## config.mk

```make
export PLATFORM = sky130hd
export DESIGN_NAME = uart_telemetry_tx
export DESIGN_NICKNAME = d
export VERILOG_FILES = /design/src/rtl/atomik_uart_pkg.sv /design/src/rtl/uart_byte_tx.sv /design/src/rtl/uart_telemetry_tx.sv
export SDC_FILE = /design/constraint.sdc
export NUM_CORES = 1
export LEC_CHECK = 0
export CORE_MARGIN = 2
export CORE_UTILIZATION = 49
export CTS_CLUSTER_SIZE = 25
export DETAILED_ROUTE_END_ITERATION = 6
export PLACE_DENSITY = 0.76
export REMOVE_ABC_BUFFERS = 1
export SYNTH_ARGS = -nofsm -noshare
export SYNTH_HDL_FRONTEND = slang
export SYNTH_SLANG_ARGS = --single-unit
```

## constraint.sdc

```tcl
create_clock -name clk -period 2.56 [get_ports clk]
set_input_delay 0.256 -clock clk [delete_from_list [all_inputs] [get_ports clk]]
set_output_delay 0.256 -clock clk [all_outputs]
set_load 0.1 [all_outputs]
```

## src/rtl/atomik_uart_pkg.sv

```systemverilog
// Shared UART framing definitions for the telemetry transmitter and the genome loader.
package atomik_uart_pkg;

    localparam logic [7:0]  SYNC_BYTE       = 8'hA5;
    localparam int unsigned FRAME_BYTES     = 7;

    localparam logic [7:0]  TYPE_CORE_DATA  = 8'h01;
    localparam logic [7:0]  TYPE_STATUS     = 8'h02;
    localparam logic [7:0]  TYPE_GENOME_ACK = 8'h03;

    typedef enum logic [1:0] {
        BYTE_IDLE  = 2'd0,
        BYTE_START = 2'd1,
        BYTE_DATA  = 2'd2,
        BYTE_STOP  = 2'd3
    } byte_state_e;

    typedef enum logic {
        FRM_IDLE = 1'b0,
        FRM_SEND = 1'b1
    } frame_state_e;

    // Frame checksum: XOR of type and the four payload bytes (sync byte excluded).
    function automatic logic [7:0] frame_checksum(input logic [7:0]  ftype,
                                                  input logic [31:0] data);
        return ftype ^ data[31:24] ^ data[23:16] ^ data[15:8] ^ data[7:0];
    endfunction

endpackage

```

## src/rtl/uart_byte_tx.sv

```systemverilog
// 8N1 byte serialiser. A start request in IDLE, or during the last stop-bit
// cycle, begins a new start bit on the very next edge so bytes run gap-free.
module uart_byte_tx
    import atomik_uart_pkg::*;
#(
    parameter int CLKS_PER_BIT = 703
) (
    input  logic       clk,
    input  logic       rst,
    input  logic [7:0] byte_in,
    input  logic       start,
    output logic       done,
    output logic       line
);

    if (CLKS_PER_BIT < 2) begin : g_cfg_check
        $error("uart_byte_tx: CLKS_PER_BIT must be at least 2");
    end

    localparam int CNT_W = (CLKS_PER_BIT > 1) ? $clog2(CLKS_PER_BIT) : 1;
    localparam logic [CNT_W-1:0] LAST_CNT = CNT_W'(CLKS_PER_BIT - 1);
    // done is registered, so it is raised one cycle ahead of the last count
    localparam logic [CNT_W-1:0] PRE_LAST_CNT = CNT_W'(CLKS_PER_BIT - 2);

    byte_state_e      state_q;
    logic [CNT_W-1:0] cnt_q;
    logic [2:0]       bit_idx_q;
    logic [7:0]       shift_q;
    logic             line_q;
    logic             done_q;

    // Bit-timing FSM: holds each bit CLKS_PER_BIT cycles and drives the line register.
    always_ff @(posedge clk) begin
        if (rst) begin
            state_q   <= BYTE_IDLE;
            cnt_q     <= '0;
            bit_idx_q <= 3'd0;
            shift_q   <= 8'h00;
            line_q    <= 1'b1;
            done_q    <= 1'b0;
        end else begin
            done_q <= 1'b0;
            case (state_q)
                BYTE_IDLE: begin
                    cnt_q <= '0;
                    if (start) begin
                        shift_q <= byte_in;
                        line_q  <= 1'b0;
                        state_q <= BYTE_START;
                    end else begin
                        line_q  <= 1'b1;
                    end
                end
                BYTE_START: begin
                    if (cnt_q == LAST_CNT) begin
                        cnt_q     <= '0;
                        bit_idx_q <= 3'd0;
                        line_q    <= shift_q[0];
                        state_q   <= BYTE_DATA;
                    end else begin
                        cnt_q <= cnt_q + CNT_W'(1);
                    end
                end
                BYTE_DATA: begin
                    if (cnt_q == LAST_CNT) begin
                        cnt_q <= '0;
                        if (bit_idx_q == 3'd7) begin
                            line_q  <= 1'b1;
                            state_q <= BYTE_STOP;
                        end else begin
                            line_q    <= shift_q[1];
                            shift_q   <= shift_q >> 1;
                            bit_idx_q <= bit_idx_q + 3'd1;
                        end
                    end else begin
                        cnt_q <= cnt_q + CNT_W'(1);
                    end
                end
                BYTE_STOP: begin
                    if (cnt_q == LAST_CNT) begin
                        cnt_q <= '0;
                        if (start) begin
                            shift_q <= byte_in;
                            line_q  <= 1'b0;
                            state_q <= BYTE_START;
                        end else begin
                            line_q  <= 1'b1;
                            state_q <= BYTE_IDLE;
                        end
                    end else begin
                        cnt_q  <= cnt_q + CNT_W'(1);
                        done_q <= (cnt_q == PRE_LAST_CNT);
                    end
                end
                default: begin
                    cnt_q   <= '0;
                    line_q  <= 1'b1;
                    state_q <= BYTE_IDLE;
                end
            endcase
        end
    end

    assign done = done_q;
    assign line = line_q;

endmodule

```

## src/rtl/uart_telemetry_tx.sv

```systemverilog
// Telemetry framer: latches one type/data word per handshake and sends
// A5, type, data[31:24..7:0], checksum as back-to-back 8N1 bytes.
module uart_telemetry_tx
    import atomik_uart_pkg::*;
#(
    parameter int CLK_FREQ  = 81_000_000,
    parameter int BAUD_RATE = 115200
) (
    input  logic        clk,
    input  logic        rst,
    input  logic [7:0]  tx_type,
    input  logic [31:0] tx_data,
    input  logic        tx_valid,
    output logic        tx_ready,
    output logic        uart_tx,
    output logic        busy,
    output logic [15:0] frames_sent
);

    localparam int         CLKS_PER_BIT = CLK_FREQ / BAUD_RATE;
    localparam logic [2:0] LAST_IDX     = 3'(FRAME_BYTES - 1);

    frame_state_e state_q;
    logic [2:0]   idx_q;
    logic [7:0]   type_q;
    logic [31:0]  data_q;
    logic         ready_q;
    logic         busy_q;
    logic [15:0]  frames_q;

    logic [7:0]   checksum_s;
    logic [2:0]   next_idx_s;
    logic [7:0]   byte_s;
    logic         start_s;
    logic         byte_done_s;
    logic         line_s;

    assign checksum_s = frame_checksum(type_q, data_q);

    // Byte mux: picks the byte that starts on the next edge, and when to start it.
    always_comb begin
        start_s    = 1'b0;
        next_idx_s = 3'd0;
        byte_s     = SYNC_BYTE;
        if (state_q == FRM_IDLE) begin
            start_s    = tx_valid;
            next_idx_s = 3'd0;
        end else begin
            start_s    = byte_done_s && (idx_q != LAST_IDX);
            next_idx_s = idx_q + 3'd1;
        end
        case (next_idx_s)
            3'd0:    byte_s = SYNC_BYTE;
            3'd1:    byte_s = type_q;
            3'd2:    byte_s = data_q[31:24];
            3'd3:    byte_s = data_q[23:16];
            3'd4:    byte_s = data_q[15:8];
            3'd5:    byte_s = data_q[7:0];
            3'd6:    byte_s = checksum_s;
            default: byte_s = SYNC_BYTE;
        endcase
    end

    // Frame FSM: accepts a word in IDLE, walks the byte index, counts finished frames.
    // Reset clears the counter; a frame abandoned by reset is never counted.
    always_ff @(posedge clk) begin
        if (rst) begin
            state_q  <= FRM_IDLE;
            idx_q    <= 3'd0;
            type_q   <= 8'h00;
            data_q   <= 32'h0000_0000;
            ready_q  <= 1'b1;
            busy_q   <= 1'b0;
            frames_q <= 16'h0000;
        end else begin
            case (state_q)
                FRM_IDLE: begin
                    idx_q <= 3'd0;
                    if (tx_valid) begin
                        type_q  <= tx_type;
                        data_q  <= tx_data;
                        ready_q <= 1'b0;
                        busy_q  <= 1'b1;
                        state_q <= FRM_SEND;
                    end else begin
                        ready_q <= 1'b1;
                        busy_q  <= 1'b0;
                    end
                end
                FRM_SEND: begin
                    if (byte_done_s) begin
                        if (idx_q == LAST_IDX) begin
                            ready_q  <= 1'b1;
                            busy_q   <= 1'b0;
                            frames_q <= frames_q + 16'd1;
                            state_q  <= FRM_IDLE;
                        end else begin
                            idx_q <= idx_q + 3'd1;
                        end
                    end
                end
                default: begin
                    ready_q <= 1'b1;
                    busy_q  <= 1'b0;
                    state_q <= FRM_IDLE;
                end
            endcase
        end
    end

    uart_byte_tx #(
        .CLKS_PER_BIT (CLKS_PER_BIT)
    ) u_byte_tx (
        .clk     (clk),
        .rst     (rst),
        .byte_in (byte_s),
        .start   (start_s),
        .done    (byte_done_s),
        .line    (line_s)
    );

    assign tx_ready    = ready_q;
    assign busy        = busy_q;
    assign uart_tx     = line_s;
    assign frames_sent = frames_q;

endmodule

```

==> reports/results.ini <==
[synth]
avgSynthCellArea_um2=8.37
yosys_register_bits=87
synth.most_common_cell=nand2_1
yosys.area.top_type=dfxtp_1
synth-main-ff-cell=dfxtp_1
yosys-top-cells-area=dfxtp_1 (41%), nand2_1 (8.7%), xnor2_1 (6.1%), a21oi_1 (5.9%), xor2_1 (4.7%)
syn_inst=513
synth.top_cell.area_share=0.406
synth_edf_count=0
synthTopCellsByCount=nand2_1 (99), dfxtp_1 (87), a21oi_1 (51)
async_reset_ff_frac=0
yosys_warnings=0
ys_seq_area_frac=0.406
syn_area_um2=4290
ys_types=50

[sta]
maxSlewViolCount=0
worstMarginPinSlew_ns=0.627
slew_headroom=0.581
timing.hold.ws_ns=0.249
hold_viol=0
fin_setup_tns_ns=0
min_period_ns=2.39
rsz0062_at_grt=false
setup-violations-final=0
maxClockFrequency_mhz=419
fin_crit_sh=0.933
clock_skew_ns=0.0102

[floorplan]
fp.dieW_um=97.6
dieArea_um2=9530
core_area_um2=8590
start_util=0.500
design.portCount=62
std_cell_rows=34
die_h_um=97.6

[worst_setup_path]
cp-start-kind=register
worst-path-buf-inv=1
cp_data_required_time_ns=2.80
ff2ff_path_depth=8
rr_startpoint=idx_q[0]$_SDFFE_PP0P_
critical_path_class=register to register
path_delay_family=compound AO/OA/AOI/OAI gates
path_depth=8
r2r_end=u_byte_tx.shift_q[4]$_SDFFE_PP0P_
crit_path_top_delay_cell=a2111o_1
cp.arrival_ns=2.63
critPathCaptureType=register
slowest_delay_ns=0.47
cp_cell_sequence=inv_1 > ha_1 > a21boi_2 > a21oi_1 > a2111o_1 > o41a_1 > a211oi_1 > nor3_1
worstPathMaxFanout=10
reg2reg_slack_ns=0.17

[routing]
wl_per_cell_um=13.5
route.vias.total=3662
drtAntennaViolNets=0
wl_mm=9.14
drtIter0Drc=169
remaining_drc_errors=0
firstDrtPassIters=4
viasPerCell=5.39

[pwr]
peakVddDrop_mv=0.306
power_density_nw_per_um2=638
power.total_mw=3.29
p_leak_nw=1.96

[layout]
nFillCells=798
fin_nets=622
diodes=0
final_util=0.601
post-route-cell-area_um2=5160
drive_gt1_frac=0.107
area_growth_pct=20.3

[grt]
grt_pass1_wl_mm=16.2
track_usage=0.201
antenna_found_initial=0
overflow=0
grt_pass1_vias=3628
grt_max_degree=52

[cts]
cts_tree=yes
cts_buffers=9
path_clk_slew_ns=0.09
h-tree-depth=3
cts_resized=0
clockBufferDepth=2
cts_sinks=87
clk_latency_ns=0.36
ctsHoldBuffers=0
cts_setup_buffers=0
root_buffer=clkbuf_8

[status]
status=finished, final reports clean

[worst_hold_path]
min-delay-start=rst
min_path_cells=2
holdPathEnd=data_q[16]$_SDFFE_PP0P_
worstHoldPathType=primary input to register

[placed_design]
routabilityCongestion=0.881
io_buffers=61
placed_area_um2=4960
dpl.hpwl_mm=6.49

[run]
max-cap-violations=0

how the worst max path moves through the flow:
stage / startpoint / end / slack (ns)
CTS: idx_q[0]$_SDFFE_PP0P_ / u_byte_tx.shift_q[4]$_SDFFE_PP0P_ / 0.18
floorplan: state_q$_SDFF_PP0_ / u_byte_tx.shift_q[1]$_SDFFE_PP0P_ / -0.51
detailed placement: idx_q[0]$_SDFFE_PP0P_ / u_byte_tx.shift_q[4]$_SDFFE_PP0P_ / 0.19
global route: idx_q[0]$_SDFFE_PP0P_ / u_byte_tx.shift_q[1]$_SDFFE_PP0P_ / 0.03
finish: idx_q[0]$_SDFFE_PP0P_ / u_byte_tx.shift_q[4]$_SDFFE_PP0P_ / 0.17
global placement: idx_q[0]$_SDFFE_PP0P_ / u_byte_tx.shift_q[3]$_SDFFE_PP0P_ / 0.30
sequential cells by signal, summed over array words and instances, names as in the netlist, 2 cells and up:
register / flops
u_byte_tx.cnt_q: 10
u_byte_tx.shift_q: 8
u_byte_tx.bit_idx_q: 3
frames_sent: 16
idx_q: 3
data_q: 32
type_q: 8
u_byte_tx.state_q: 2
cell type report:
type / instances / area [um2] / area share
inverter: 8 / 30.0 / 0.00582
timing repair buffer: 73 / 661 / 0.128
sequential: 87 / 1740 / 0.337
multi-input combinational: 387 / 2390 / 0.463
clock inverter: 6 / 67.6 / 0.0131
tap: 108 / 135 / 0.0262
clock buffer: 10 / 138 / 0.0267
where the power goes:
part           switching, mW  internal, mW  total (mW)
sequential            0.0959          1.46        1.56
clock                  0.503         0.483       0.986
combinational          0.425         0.323       0.748
total                   1.02          2.27        3.29
metrics by stage:
stage	setup WS [ns]	instances
after global routing	0.0282	679
after CTS	0.176	679
after detailed placement	0.189	663
after global placement	0.305	663
final	0.171	679
after floorplan	-0.510	482
placed cells by master (no fill, tap or decap), types with 3 or more instances in the layout:
cell | synthesis | final
a211oi_1 | 5 | 5
a21oi_1 | 51 | 51
a22oi_1 | 3 | 3
a311o_1 | 4 | 4
a31oi_1 | 5 | 5
and3_1 | 4 | 4
buf_4 | 2 | 30
clkbuf_8 | 0 | 10
clkdlybuf4s50_1 | 0 | 41
dfxtp_1 | 87 | 87
ha_1 | 13 | 13
inv_1 | 8 | 8
mux2_2 | 5 | 5
mux2i_1 | 10 | 10
nand2_1 | 99 | 99
nand3_1 | 16 | 16
nand3b_1 | 3 | 3
nand4_1 | 11 | 11
nor2_1 | 44 | 44
nor2b_1 | 5 | 4
nor3_1 | 8 | 8
o211a_1 | 3 | 3
o211ai_1 | 4 | 4
o21ai_0 | 6 | 6
o41ai_2 | 3 | 3
or3_1 | 6 | 6
xnor2_1 | 30 | 30
xor2_1 | 23 | 23
worst reg2reg max path: stages, from the launching register on:
cell and delay [ns]:
dfxtp_1 0.38, inv_1 0.10, ha_1 0.25, a21boi_2 0.25
a21oi_1 0.16, a2111o_1 0.47, o41a_1 0.27, a211oi_1 0.31
nor3_1 0.08
kinds of logic after synthesis:
family / count (synthesis) / synth area share
mux: 15 / 0.0364
compound gates: 98 / 0.152
fa+ha+maj: 13 / 0.0379
simple gates: 207 / 0.218
buf+inv: 39 / 0.0382
xor+xnor: 54 / 0.112
flops: 87 / 0.406
layer usage:
layer | share of wire | up-vias | GRT usage
li1 | - | 1868 | -
met1 | 0.46 | 1699 | 0.255
met2 | 0.48 | 77 | 0.334
met3 | 0.043 | 18 | 0.0388
met4 | 0.018 | 0 | 0.0855
met5 | 0 | - | 0
(Power assumes the default switching activity.)
